--- src/rtl/calc1_defs.sv ---
// Shared calc1 encodings: command codes, response codes and port-driver FSM states.
package calc1_defs;

  localparam logic [0:3] CmdNop = 4'd0;
  localparam logic [0:3] CmdAdd = 4'd1;
  localparam logic [0:3] CmdSub = 4'd2;
  localparam logic [0:3] CmdShl = 4'd5;
  localparam logic [0:3] CmdShr = 4'd6;

  localparam logic [0:1] RespNone = 2'd0;
  localparam logic [0:1] RespOk   = 2'd1;
  localparam logic [0:1] RespOvf  = 2'd2;
  localparam logic [0:1] RespInv  = 2'd3;

  typedef enum logic [2:0] {
    StIdle,
    StSend1,
    StSend2,
    StWaitResp,
    StDone
  } state_e;

endpackage

--- src/rtl/calc1_port_driver_if.sv ---
// Operation/result handshakes plus the calc1 request and response wires for one port.
interface calc1_port_driver_if;
  logic        op_valid;
  logic        op_ready;
  logic [0:3]  op_cmd;
  logic [0:31] op_data1;
  logic [0:31] op_data2;
  logic [0:3]  req_cmd_out;
  logic [0:31] req_data_out;
  logic [0:1]  out_resp;
  logic [0:31] out_data;
  logic        rsp_valid;
  logic        rsp_ready;
  logic [0:1]  rsp_code;
  logic [0:31] rsp_data;
  logic        rsp_timeout;
  logic        err_stray;

  modport slave (
    input  op_valid, op_cmd, op_data1, op_data2, out_resp, out_data, rsp_ready,
    output op_ready, req_cmd_out, req_data_out, rsp_valid, rsp_code, rsp_data, rsp_timeout,
           err_stray
  );

  modport master (
    output op_valid, op_cmd, op_data1, op_data2, out_resp, out_data, rsp_ready,
    input  op_ready, req_cmd_out, req_data_out, rsp_valid, rsp_code, rsp_data, rsp_timeout,
           err_stray
  );
endinterface

--- src/rtl/calc1_wait_timer.sv ---
// 8-bit response-wait counter; expired flags the cycle whose increment reaches TIMEOUT.
module calc1_wait_timer #(
  parameter int unsigned TIMEOUT = 63
) (
  input  logic c_clk,
  input  logic reset,
  input  logic clear,
  input  logic enable,
  output logic expired
);

  localparam logic [7:0] Limit = 8'(TIMEOUT);

  logic [7:0] count_q, count_d;

  always_comb begin
    count_d = count_q;
    if (clear) begin
      count_d = '0;
    end else if (enable) begin
      count_d = count_q + 8'd1;
    end
  end

  always_ff @(posedge c_clk) begin
    if (reset) begin
      count_q <= '0;
    end else begin
      count_q <= count_d;
    end
  end

  // Looking at the incremented value lets the TIMEOUT-th empty sample complete the wait.
  assign expired = enable && (count_d == Limit);

endmodule

--- src/rtl/calc1_port_driver.sv ---
// Request-side agent for one calc1 port: two-cycle request, bounded wait, registered result.
module calc1_port_driver
  import calc1_defs::*;
#(
  parameter int unsigned TIMEOUT = 63
) (
  input logic                 c_clk,
  input logic                 reset,
  calc1_port_driver_if.slave  port
);

  state_e      state_q, state_d;
  logic [0:31] data2_q, data2_d;
  logic [0:3]  req_cmd_q, req_cmd_d;
  logic [0:31] req_data_q, req_data_d;
  logic        rsp_valid_q, rsp_valid_d;
  logic [0:1]  rsp_code_q, rsp_code_d;
  logic [0:31] rsp_data_q, rsp_data_d;
  logic        rsp_timeout_q, rsp_timeout_d;
  logic        err_stray_q, err_stray_d;
  logic        resp_seen;
  logic        timer_expired;

  assign resp_seen = (port.out_resp != RespNone);

  calc1_wait_timer #(
    .TIMEOUT (TIMEOUT)
  ) u_wait_timer (
    .c_clk   (c_clk),
    .reset   (reset),
    .clear   (state_q == StSend2),
    .enable  ((state_q == StWaitResp) && !resp_seen),
    .expired (timer_expired)
  );

  always_comb begin
    state_d       = state_q;
    data2_d       = data2_q;
    req_cmd_d     = CmdNop;
    req_data_d    = '0;
    rsp_code_d    = rsp_code_q;
    rsp_data_d    = rsp_data_q;
    rsp_timeout_d = rsp_timeout_q;
    err_stray_d   = err_stray_q || (resp_seen && (state_q != StWaitResp));

    unique case (state_q)
      StIdle: begin
        if (port.op_valid) begin
          data2_d = port.op_data2;
          if (port.op_cmd == CmdNop) begin
            state_d       = StDone;
            rsp_code_d    = RespNone;
            rsp_data_d    = '0;
            rsp_timeout_d = 1'b0;
          end else begin
            state_d    = StSend1;
            req_cmd_d  = port.op_cmd;
            req_data_d = port.op_data1;
          end
        end
      end
      StSend1: begin
        state_d    = StSend2;
        req_data_d = data2_q;
      end
      StSend2: begin
        state_d = StWaitResp;
      end
      StWaitResp: begin
        // A real response beats a same-cycle timeout.
        if (resp_seen) begin
          state_d       = StDone;
          rsp_code_d    = port.out_resp;
          rsp_data_d    = port.out_data;
          rsp_timeout_d = 1'b0;
        end else if (timer_expired) begin
          state_d       = StDone;
          rsp_code_d    = RespNone;
          rsp_data_d    = '0;
          rsp_timeout_d = 1'b1;
        end
      end
      StDone: begin
        if (port.rsp_ready) begin
          state_d = StIdle;
        end
      end
      default: state_d = StIdle;
    endcase

    rsp_valid_d = (state_d == StDone);
  end

  always_ff @(posedge c_clk) begin
    if (reset) begin
      state_q       <= StIdle;
      data2_q       <= '0;
      req_cmd_q     <= CmdNop;
      req_data_q    <= '0;
      rsp_valid_q   <= 1'b0;
      rsp_code_q    <= RespNone;
      rsp_data_q    <= '0;
      rsp_timeout_q <= 1'b0;
      err_stray_q   <= 1'b0;
    end else begin
      state_q       <= state_d;
      data2_q       <= data2_d;
      req_cmd_q     <= req_cmd_d;
      req_data_q    <= req_data_d;
      rsp_valid_q   <= rsp_valid_d;
      rsp_code_q    <= rsp_code_d;
      rsp_data_q    <= rsp_data_d;
      rsp_timeout_q <= rsp_timeout_d;
      err_stray_q   <= err_stray_d;
    end
  end

  assign port.op_ready     = (state_q == StIdle) && !reset;
  assign port.req_cmd_out  = req_cmd_q;
  assign port.req_data_out = req_data_q;
  assign port.rsp_valid    = rsp_valid_q;
  assign port.rsp_code     = rsp_code_q;
  assign port.rsp_data     = rsp_data_q;
  assign port.rsp_timeout  = rsp_timeout_q;
  assign port.err_stray    = err_stray_q;

endmodule

--- src/flat_wrapper.sv ---
// flat-port wrapper written by rule: the top's interface ports become plain ports
module calc1_port_driver_flat import calc1_defs::*;
#(
  parameter int unsigned TIMEOUT = 63
)
  (c_clk, reset, port_op_valid, port_op_cmd, port_op_data1, port_op_data2, port_out_resp, port_out_data, port_rsp_ready, port_op_ready, port_req_cmd_out, port_req_data_out, port_rsp_valid, port_rsp_code, port_rsp_data, port_rsp_timeout, port_err_stray);
  calc1_port_driver_if port_i ();
  input logic c_clk;
  input logic reset;
  input wire logic [$bits(port_i.op_valid)-1:0] port_op_valid;
  input wire logic [$bits(port_i.op_cmd)-1:0] port_op_cmd;
  input wire logic [$bits(port_i.op_data1)-1:0] port_op_data1;
  input wire logic [$bits(port_i.op_data2)-1:0] port_op_data2;
  input wire logic [$bits(port_i.out_resp)-1:0] port_out_resp;
  input wire logic [$bits(port_i.out_data)-1:0] port_out_data;
  input wire logic [$bits(port_i.rsp_ready)-1:0] port_rsp_ready;
  output wire logic [$bits(port_i.op_ready)-1:0] port_op_ready;
  output wire logic [$bits(port_i.req_cmd_out)-1:0] port_req_cmd_out;
  output wire logic [$bits(port_i.req_data_out)-1:0] port_req_data_out;
  output wire logic [$bits(port_i.rsp_valid)-1:0] port_rsp_valid;
  output wire logic [$bits(port_i.rsp_code)-1:0] port_rsp_code;
  output wire logic [$bits(port_i.rsp_data)-1:0] port_rsp_data;
  output wire logic [$bits(port_i.rsp_timeout)-1:0] port_rsp_timeout;
  output wire logic [$bits(port_i.err_stray)-1:0] port_err_stray;
  assign port_i.op_valid = port_op_valid;
  assign port_i.op_cmd = port_op_cmd;
  assign port_i.op_data1 = port_op_data1;
  assign port_i.op_data2 = port_op_data2;
  assign port_i.out_resp = port_out_resp;
  assign port_i.out_data = port_out_data;
  assign port_i.rsp_ready = port_rsp_ready;
  assign port_op_ready = port_i.op_ready;
  assign port_req_cmd_out = port_i.req_cmd_out;
  assign port_req_data_out = port_i.req_data_out;
  assign port_rsp_valid = port_i.rsp_valid;
  assign port_rsp_code = port_i.rsp_code;
  assign port_rsp_data = port_i.rsp_data;
  assign port_rsp_timeout = port_i.rsp_timeout;
  assign port_err_stray = port_i.err_stray;
  calc1_port_driver #(.TIMEOUT(TIMEOUT)) u_core (.c_clk(c_clk), .reset(reset), .port(port_i));
endmodule
--- config.mk ---
export PLATFORM = sky130hd
export DESIGN_NAME = calc1_port_driver_flat
export DESIGN_NICKNAME = d
export VERILOG_FILES = /design/src/rtl/calc1_defs.sv /design/src/rtl/calc1_port_driver_if.sv /design/src/rtl/calc1_wait_timer.sv /design/src/rtl/calc1_port_driver.sv /design/src/flat_wrapper.sv
export SDC_FILE = /design/constraint.sdc
export NUM_CORES = 1
export LEC_CHECK = 0
export CAP_MARGIN = 20
export CORE_ASPECT_RATIO = 1.25
export CORE_MARGIN = 2
export CORE_UTILIZATION = 44
export DETAILED_ROUTE_END_ITERATION = 8
export HOLD_SLACK_MARGIN = 0.06
export PLACE_DENSITY = 0.9
export SLEW_MARGIN = 25
export SYNTH_ARGS = -nofsm -noshare
export SYNTH_HDL_FRONTEND = slang
export SYNTH_HIERARCHICAL = 1
export SYNTH_SLANG_ARGS = --single-unit
--- constraint.sdc ---
create_clock -name c_clk -period 6.7 [get_ports c_clk]
set_clock_uncertainty 0.1 [all_clocks]
set_input_delay 1.005 -clock c_clk [delete_from_list [all_inputs] [get_ports c_clk]]
set_output_delay 1.005 -clock c_clk [all_outputs]
set_load 0.01 [all_outputs]
Word-level counts from Yosys, hierarchy flattened:

Cells that the tools add are included.

* reductions and logical operators: 14
* bitwise operators: 2
* add/subtract/negate cells: 1
* equality and inequality tests: 10
* multiplexer cells: 26

Operators with widths (number)
* 32-bit two-way mux: 6
* 32-bit one-hot mux with 2 select lines: 2
* 8-bit two-way mux: 2
* 3-bit two-way mux: 5
* 3-bit one-hot mux with 5 select lines: 1
* 8-bit by 1-bit adder with 8-bit output, second input constant: 1
* 8-bit by 6-bit equality test with 1-bit output, second input constant: 1
* 2-bit two-way mux: 4
* 3-bit by 2-bit equality test with 1-bit output, second input constant: 2
* 3-bit equality test, second input constant: 2
* 1-bit logical AND: 4
* 4-bit logical NOT: 1
* 1-bit two-way mux: 4
* 2-bit one-hot mux with 2 select lines: 1
* 4-bit AND reduction: 1
* 2-bit nonzero test: 2
* 4-bit OR reduction: 1
* 3-bit by 1-bit equality test with 1-bit output, second input constant: 1
* 3-bit logical NOT: 1
* 3-bit by 1-bit != test with 1-bit output, second input constant: 1
* 3-bit by 2-bit != test with 1-bit output, second input constant: 1
* 1-bit logical NOT: 2
* 2-bit by 1-bit != test with 1-bit output, second input constant: 1
* 2-bit != test, second input constant: 1
* other kinds (4): 5

* register bits: 116
* logic and storage cells: 63
* bits of input ports: 106

Logic depth before layout (Yosys ltp):

Gate-level depths: netlist (run 1).

* depth in word-level cells: 11
* gate-level depth with buffers: 12
* gate-level depth less buffers: 9

Hierarchy:

Netlist (run 1), hierarchy kept.

By module, submodules not included
* calc1_port_driver: times used 1, area each 3569.7 µm², cells an instance 334
* calc1_wait_timer: times used 1, area each 407.9 µm², cells an instance 46

Least setup slack after synthesis (run 1):

OpenSTA, ideal clock, no wires.

* path type: in2reg
* start point: in port_out_resp[1]
* end point: reg u_core.rsp_data_q, in the netlist u_core/port.rsp_data[10]
* library setup time: 0.060 ns
* stages on the path: 10
* required time: 6.540 ns
* arrival: 3.104 ns
* setup slack: 3.436 ns
* cell sequence: nor3_1 > buf_6 > nand4_2 > nor2_1 > xnor2_1 > a2111oi_2 > or3_1 > a221oi_2 > buf_6 > a22o_1

* word-level cells in the longest chain between the ends: 9
* elaborated cells between the ends (all ways): 11

RTL lines
* start: declaration: RTL line flat_wrapper.sv:14 `input wire logic [$bits(port_i.out_resp)-1:0] port_out_resp;`
* 2-bit nonzero test (*): RTL line calc1_port_driver.sv:24 `assign resp_seen = (port.out_resp != RespNone);`
* 1-bit logical NOT (*): RTL line calc1_port_driver.sv:32 `.enable ((state_q == StWaitResp) && !resp_seen),`
* 1-bit logical AND (*): RTL line calc1_port_driver.sv:32
* 8-bit two-way mux: RTL line calc1_wait_timer.sv:20 `end else if (enable) begin`
* 8-bit two-way mux: RTL line calc1_wait_timer.sv:18 `if (clear) begin`
* 8-bit by 6-bit equality test with 1-bit output: RTL line calc1_wait_timer.sv:34 `assign expired = enable && (count_d == Limit);`
* 1-bit logical AND (*): RTL line calc1_wait_timer.sv:34
* named net u_core.timer_expired: RTL line calc1_port_driver.sv:22 `logic timer_expired;`
* 3-bit by 1-bit != test with 1-bit output (no source line) (*)
* 4-bit AND reduction (no source line) (*)
* end signal: assignment: RTL line calc1_port_driver.sv:112 `rsp_data_q <= rsp_data_d;`
* end: declaration: RTL line calc1_port_driver.sv:18 `logic [0:31] rsp_data_q, rsp_data_d;`

Mark *: on every way through the listed nets, which the timed path passes. The rest lies on a longest branch.
A chain may end at the register's enable or synchronous reset.

Final worst setup path (run 1):

Same ends and word-level chain as after synthesis.

==> impl_results.md, run 1 <==
- CTS resizes: 0
- Final hold vios: 0
- Crit-path max FO: 21
- Crit path to: u_core/port.rsp_data[10]$_SDFFE_PP0P_
- Post-Synthesis Cells: 380
- Post-DP HPWL: 7520 um
- FILL cells: 603
- Worst-margin pin slew: 0.894 ns
- Gpl congestion: 0.862
- Register area share after synthesis: 58.4%
- Multi-input gate area: 1490 um2
- CTS tree: built
- Die Height: 110 um
- Arr. time, crit path: 4.54 ns
- Top FF cell, synth: dfxtp_1
- Postcts setup bufs: 0
- First-pass GRT wire length: 16600 um
- Reg2reg end: u_core/port.rsp_data[10]$_SDFFE_PP0P_
- Max IR drop VDD: 0.000150 V
- DRT iter0 DRCs: 153
- Syn_nets: 487
- Min Tclk post-route: 4.20 ns
- Initial Utilization: 45.5%
- Fin nets: 660
- Crit. End Element: flip-flop
- Asr flop ratio synth: 0%
- Routed via count: 3593
- CTS Hold Bufs: 0
- Synthesized area: 3980 um2
- R2r setup slk: 2.78 ns
- Io pins: 180
- Share of post-route cells with drive strength above 1: 8.35%
- Drt first pass iters: 6
- Max Cap Viol: 0
- Worst path required time: 7.04 ns
- Crit share post-route: 62.7%
- R2R Path Start: u_core/state_q[2]$_SDFF_PP0_
- Core area: 8750 um2
- FMAX: 238 MHz
- Clock Latency Late Sink: 0.50 ns
- Worst min path class: flip-flop to flip-flop
- Number of global-route vias before repair: 3510
- R2R depth: 10
- Die area: 9820 um2
- DRC violations left: 0
- Kind of critical path: primary input to flip-flop
- Clk buf depth: 2
- ANT cells: 0
- Leakage Power: 2.43 nW
- Avg Synthesized Cell Area: 10.5 um2
- Final TNS setup: 0 ns
- Fin util: 72.5%
- Buffers on Ports: 179
- H-tree levels: 4
- Slew margin rel.: 40.0%
- FF+latch count, synth: 116
- Row cnt: 38
- GRT Overall Usage: 22.3%
- FF/Latch Area: 2320 um2
- Final Max Tran Viols: 0
- RSZ-0062 raised after global routing: no
- Status: completed
- Crit path from: port_out_resp[1]
- Post-synth EDFFs: 0
- Post-DR vias/cell: 5.26
- Largest net degree at the start of global routing: 45
- Overflow after GRT: 0
- Layout area overhead: 59.4%
- Die W: 89.0 um
- Final ANT Viol Nets: 0
- Total CTS buffers: 17
- Antenna violations before repair: 0
- Post-synth cell types: 37
- Clk slew on worst S/H paths: 0.05 ns
- Power Dens Cells: 286 nW/um2
- Final wirelength: 11200 um
- Yosys warns: 6
- Root buf cell: clkbuf_8
- CTS sink cnt: 116
- Drt wl/cell: 16.3 um
- Endpoints failing setup: 0
- CP startpoint kind: primary input
placed cells by master (no fill, tap or decap), types with 2 or more instances in the layout:
cell type          n
nor2_1            11
nor3_1             4
or2_2              4
a22o_1            66
buf_6              2
nand4_1            2
nand2b_1           2
a211oi_1           2
clkinv_2           4
inv_1              2
clkbuf_16         16
nor4b_2            2
clkdlybuf4s50_1  178
nand2_1           70
or3_1              2
a21oi_1           35
dfxtp_1          116
xnor2_1            5
clkbuf_8           6
nand3_1            2
xor2_1             4
clkbuf_1           2
and3_1             4
buf_4              3
final cells by class:
type	count	share of cell area [%]
timing repair buffer	184	28.9
sequential	116	36.6
clock inverter	5	0.789
inverter	2	0.118
clock buffer	24	7.73
multi-input combinational	232	23.5
tap	120	2.37
how the worst min path moves through the flow:
stage                                                  end  slack [ns]                             start  cells after the start
after global placement    u_core/port.err_stray$_SDFF_PP0_        0.34  u_core/port.err_stray$_SDFF_PP0_                      2
final                      u_core/data2_q[24]$_SDFFE_PP0P_        0.35   u_core/data2_q[24]$_SDFFE_PP0P_                      2
after detailed placement  u_core/port.err_stray$_SDFF_PP0_        0.35  u_core/port.err_stray$_SDFF_PP0_                      2
after floorplan             u_core/data2_q[0]$_SDFFE_PP0P_        0.34    u_core/data2_q[0]$_SDFFE_PP0P_                      2
after CTS                  u_core/data2_q[29]$_SDFFE_PP0P_        0.35   u_core/data2_q[29]$_SDFFE_PP0P_                      2
after global routing       u_core/data2_q[29]$_SDFFE_PP0P_        0.37   u_core/data2_q[29]$_SDFFE_PP0P_                      2
flip-flops by register name (all words and copies together) (netlist names):
name,count
u_core/u_wait_timer/count_q,8
u_core/port.req_cmd_out,4
u_core/port.rsp_data,32
u_core/port.req_data_out,32
u_core/state_q,3
u_core/port.rsp_code,2
u_core/port.err_stray,1
u_core/port.rsp_valid,1
u_core/data2_q,32
u_core/port.rsp_timeout,1
through the flow:
stage	total power [W]	hold slack (ns)	instances	worst slack [ns]	instance area, um2
final	0.00181	0.353	683	2.50	6340
after detailed placement	0.00100	0.346	654	2.06	5800
after floorplan	0.000880	0.336	380	3.44	3980
after global routing	0.00188	0.373	683	2.35	6340
after CTS	0.00183	0.354	683	2.56	6340
after global placement	0.000994	0.339	652	1.99	5780
synth_stat cells (all sizes together), types with 2 or more instances:
master	count	area share [%]
xnor2	5	1.1
and3	4	0.63
nor2	12	1.2
or2	4	0.63
xor2	4	0.88
a22o	66	15
nor4	2	0.47
nand2b	2	0.31
a21oi	35	4.4
dfxtp	116	58
buf	14	3.2
nand4	3	0.63
or3	2	0.31
a211oi	2	0.38
nor4b	2	0.44
clkbuf	16	1.5
nand3	2	0.25
inv	2	0.19
nor3	6	1.0
nand2	70	6.6
metal layers:
layer  wire length (um)  up-vias  GRT usage, %
met5                  0        -             0
met4                151        0          8.64
met3               1040       16          9.38
met2               5700      205          38.8
met1               4270     1672          23.9
li1                   -     1700             -
power breakdown:
part | switching (W) | internal [W]
Clock | 0.000286 | 0.000531
Sequential | 0.0000230 | 0.000734
Combinational | 0.000106 | 0.000132
Total | 0.000414 | 0.00140
cells by family after synthesis:
| logic type | count (synthesis) | share of synthesized area, % |
|---|---|---|
| simple gates | 113 | 13.4 |
| flops | 116 | 58.4 |
| buf+inv | 32 | 4.91 |
| fa+ha+maj | 1 | 0.315 |
| compound gates | 109 | 21.0 |
| xor+xnor | 9 | 1.98 |
worst max-delay path: stages:
cell and delay (ns):
clkdlybuf4s50_1 0.49, nor3_1 0.77, nand4_2 0.28, nor2_1 0.20, xnor2_1 0.18, a2111oi_2 0.10
or3_1 0.43, a221oi_4 0.63, buf_6 0.28, a22o_1 0.18
Power figures use the tool's default switching activity.
==> run 2, diff against run 1 <==
--- a/config.mk
+++ b/config.mk
@@ -8,10 +8,10 @@
 export CAP_MARGIN = 20
 export CORE_ASPECT_RATIO = 1.25
 export CORE_MARGIN = 2
-export CORE_UTILIZATION = 44
+export CORE_UTILIZATION = 37
 export DETAILED_ROUTE_END_ITERATION = 8
 export HOLD_SLACK_MARGIN = 0.06
-export PLACE_DENSITY = 0.9
+export PLACE_DENSITY = 0.81
 export SLEW_MARGIN = 25
 export SYNTH_ARGS = -nofsm -noshare
 export SYNTH_HDL_FRONTEND = slang
==> constraint.sdc (replaced) <==
create_clock -name c_clk -period 3.6 [get_ports c_clk]
set_clock_uncertainty 0.1 [all_clocks]
set_input_delay 0.54 -clock c_clk [delete_from_list [all_inputs] [get_ports c_clk]]
set_output_delay 0.54 -clock c_clk [all_outputs]
set_load 0.01 [all_outputs]
==> run 2 against run 1 <==
Compared with the run above:
- non-clock buffer count rose by 4
- sequential cell count did not move
- register-to-register slack got worse by 2.4 ns
- sequential power rose by 86%
- die area rose by 18%
- highest routed layer unchanged
==> impl_results.md, run 2 (synthesis results as in run 1) <==
- Layout area overhead: 62.7%
- Combinational Power Share: 12.2%
- Arr. time, crit path: 3.42 ns
- Final ANT Viol Nets: 0
- Crit share post-route: 88.5%
- Setup WS post-layout: 0.413 ns
- Routed via count: 3516
- Final wirelength: 10700 um
- Internal power: 0.00281 W
- Gpl congestion: 0.825
- Min Tclk post-route: 3.19 ns
- Clk slew on worst S/H paths: 0.05 ns
- DRC violations left: 0
- Drt wl/cell: 15.3 um
- Post-DP HPWL: 7480 um
- Io pins: 180
- RSZ-0062 raised after global routing: no
- CTS tree: built
- Leakage Power: 2.48 nW
- Worst min path class: flip-flop to flip-flop
- Die Height: 120 um
- Post-DR vias/cell: 5.01
- Clk buf depth: 2
- Final TNS setup: 0 ns
- Kind of critical path: flip-flop to flip-flop
- Sw Share: 22.5%
- Number of global-route vias before repair: 3542
- Worst-margin pin slew: 0.691 ns
- Crit. End Element: flip-flop
- Overflow after GRT: 0
- Postcts setup bufs: 0
- Largest net degree at the start of global routing: 44
- Core area: 10500 um2
- Final Max Tran Viols: 0
- Commonest non-fill, non-tap cell in the layout: clkdlybuf4s50_1
- Max Cap Viol: 0
- Row cnt: 42
- Fin nets: 664
- GRT Overall Usage: 18.4%
- Most frequent cells in the layout: clkdlybuf4s50_1, dfxtp_1, nand2_1
- Endpoints failing setup: 0
- DRT iter0 DRCs: 104
- Slew margin rel.: 53.6%
- CTS Hold Bufs: 0
- Die W: 96.7 um
- Max IR drop VDD: 0.000255 V
- Power Dens Cells: 559 nW/um2
- Sw Pwr: 0.000813 W
- H-tree levels: 4
- Sequential share of power: 38.9%
- Crit-path max FO: 35
- Root buf cell: clkbuf_16
- Buffers on Ports: 179
- Die area: 11600 um2
- CTS sink cnt: 116
- FILL cells: 853
- FMAX: 314 MHz
- Initial Utilization: 37.8%
- Worst path required time: 3.84 ns
- Pre-CTS WS: 0.181 ns
- Clock Power Share: 48.9%
- CTS resizes: 0
- Drt first pass iters: 4
- Status: completed
- ANT cells: 0
- Final hold vios: 0
- Antenna violations before repair: 0
- Share of post-route cells with drive strength above 1: 9.65%
- Total CTS buffers: 17
- First-pass GRT wire length: 17000 um
- Clock Latency Late Sink: 0.40 ns
- Hold WS: 0.352 ns
- CP startpoint kind: flip-flop
-- run 2: changes by cell type in the layout (fill, tap and decap cells not counted) --
| cell | delta |
|---|---|
| buf_4 | +6 |
| clkbuf_8 | -4 |
| bufinv_16 | +3 |
| clkinv_4 | +3 |
| buf_6 | -2 |
| clkbuf_1 | -1 |
| clkbuf_16 | +1 |
| clkinv_2 | -1 |
| clkinvlp_4 | +1 |
| inv_6 | +1 |
-- run 2: cell type report --
cell class                      instances  area (um2)  area share [%]
Clock inverter                         12         178            2.75
Tap cell                              132         165            2.55
Timing Repair Buffer                  188        1850            28.6
Sequential cell                       116        2320            35.9
Multi-Input combinational cell        232        1490            23.0
Inverter                                2        7.51           0.116
Clock buffer                           20         457            7.06
-- run 2: final timing paths --
check	slack [ns]	start	endpoint	depth (start not counted)
max	0.41	u_core/state_q[2]$_SDFF_PP0_	u_core/port.rsp_data[5]$_SDFFE_PP0P_	11
min	0.35	u_core/data2_q[15]$_SDFFE_PP0P_	u_core/data2_q[15]$_SDFFE_PP0P_	2
max reg2reg	0.41	u_core/state_q[2]$_SDFF_PP0_	u_core/port.rsp_data[5]$_SDFFE_PP0P_	11
min reg2reg	0.35	u_core/data2_q[15]$_SDFFE_PP0P_	u_core/data2_q[15]$_SDFFE_PP0P_	2
-- run 2: through the flow --
stage	util, %	instances	cell area (um2)	power, W
2_1_floorplan	-	380	3980	0.00164
3_3_place_gp	55.5	670	5840	0.00186
3_5_place_dp	55.5	670	5840	0.00187
4_1_cts	61.6	702	6470	0.00366
5_1_grt	61.6	702	6470	0.00376
6_report	61.6	702	6470	0.00362
-- run 2: metal layers --
metal | part of all wire (%) | track usage (%) | vias up
li1 | - | - | 1705
met1 | 40 | 19.7 | 1655
met2 | 52 | 32.5 | 147
met3 | 7.4 | 7.16 | 9
met4 | 1.1 | 7.13 | 0
met5 | 0 | 0 | -
-- run 2: power by group through the flow --
stage                     Sequential, W  Combinational [W]  Clock (W)
after floorplan                 0.00144           0.000198          0
after global placement          0.00143           0.000431          0
after detailed placement        0.00143           0.000442          0
after CTS                       0.00141           0.000445    0.00181
after global routing            0.00141           0.000474    0.00187
final                           0.00141           0.000442    0.00177
-- run 2: critical path: stages, from the launching register on --
cell       delay, ns
dfxtp_1         0.44
nand3b_1        0.34
nor3_1          0.21
buf_4           0.18
nand4_2         0.13
nor2_1          0.17
xnor2_1         0.18
a2111oi_2       0.11
or3_1           0.44
a221oi_4        0.23
buf_4           0.38
a22o_1          0.21
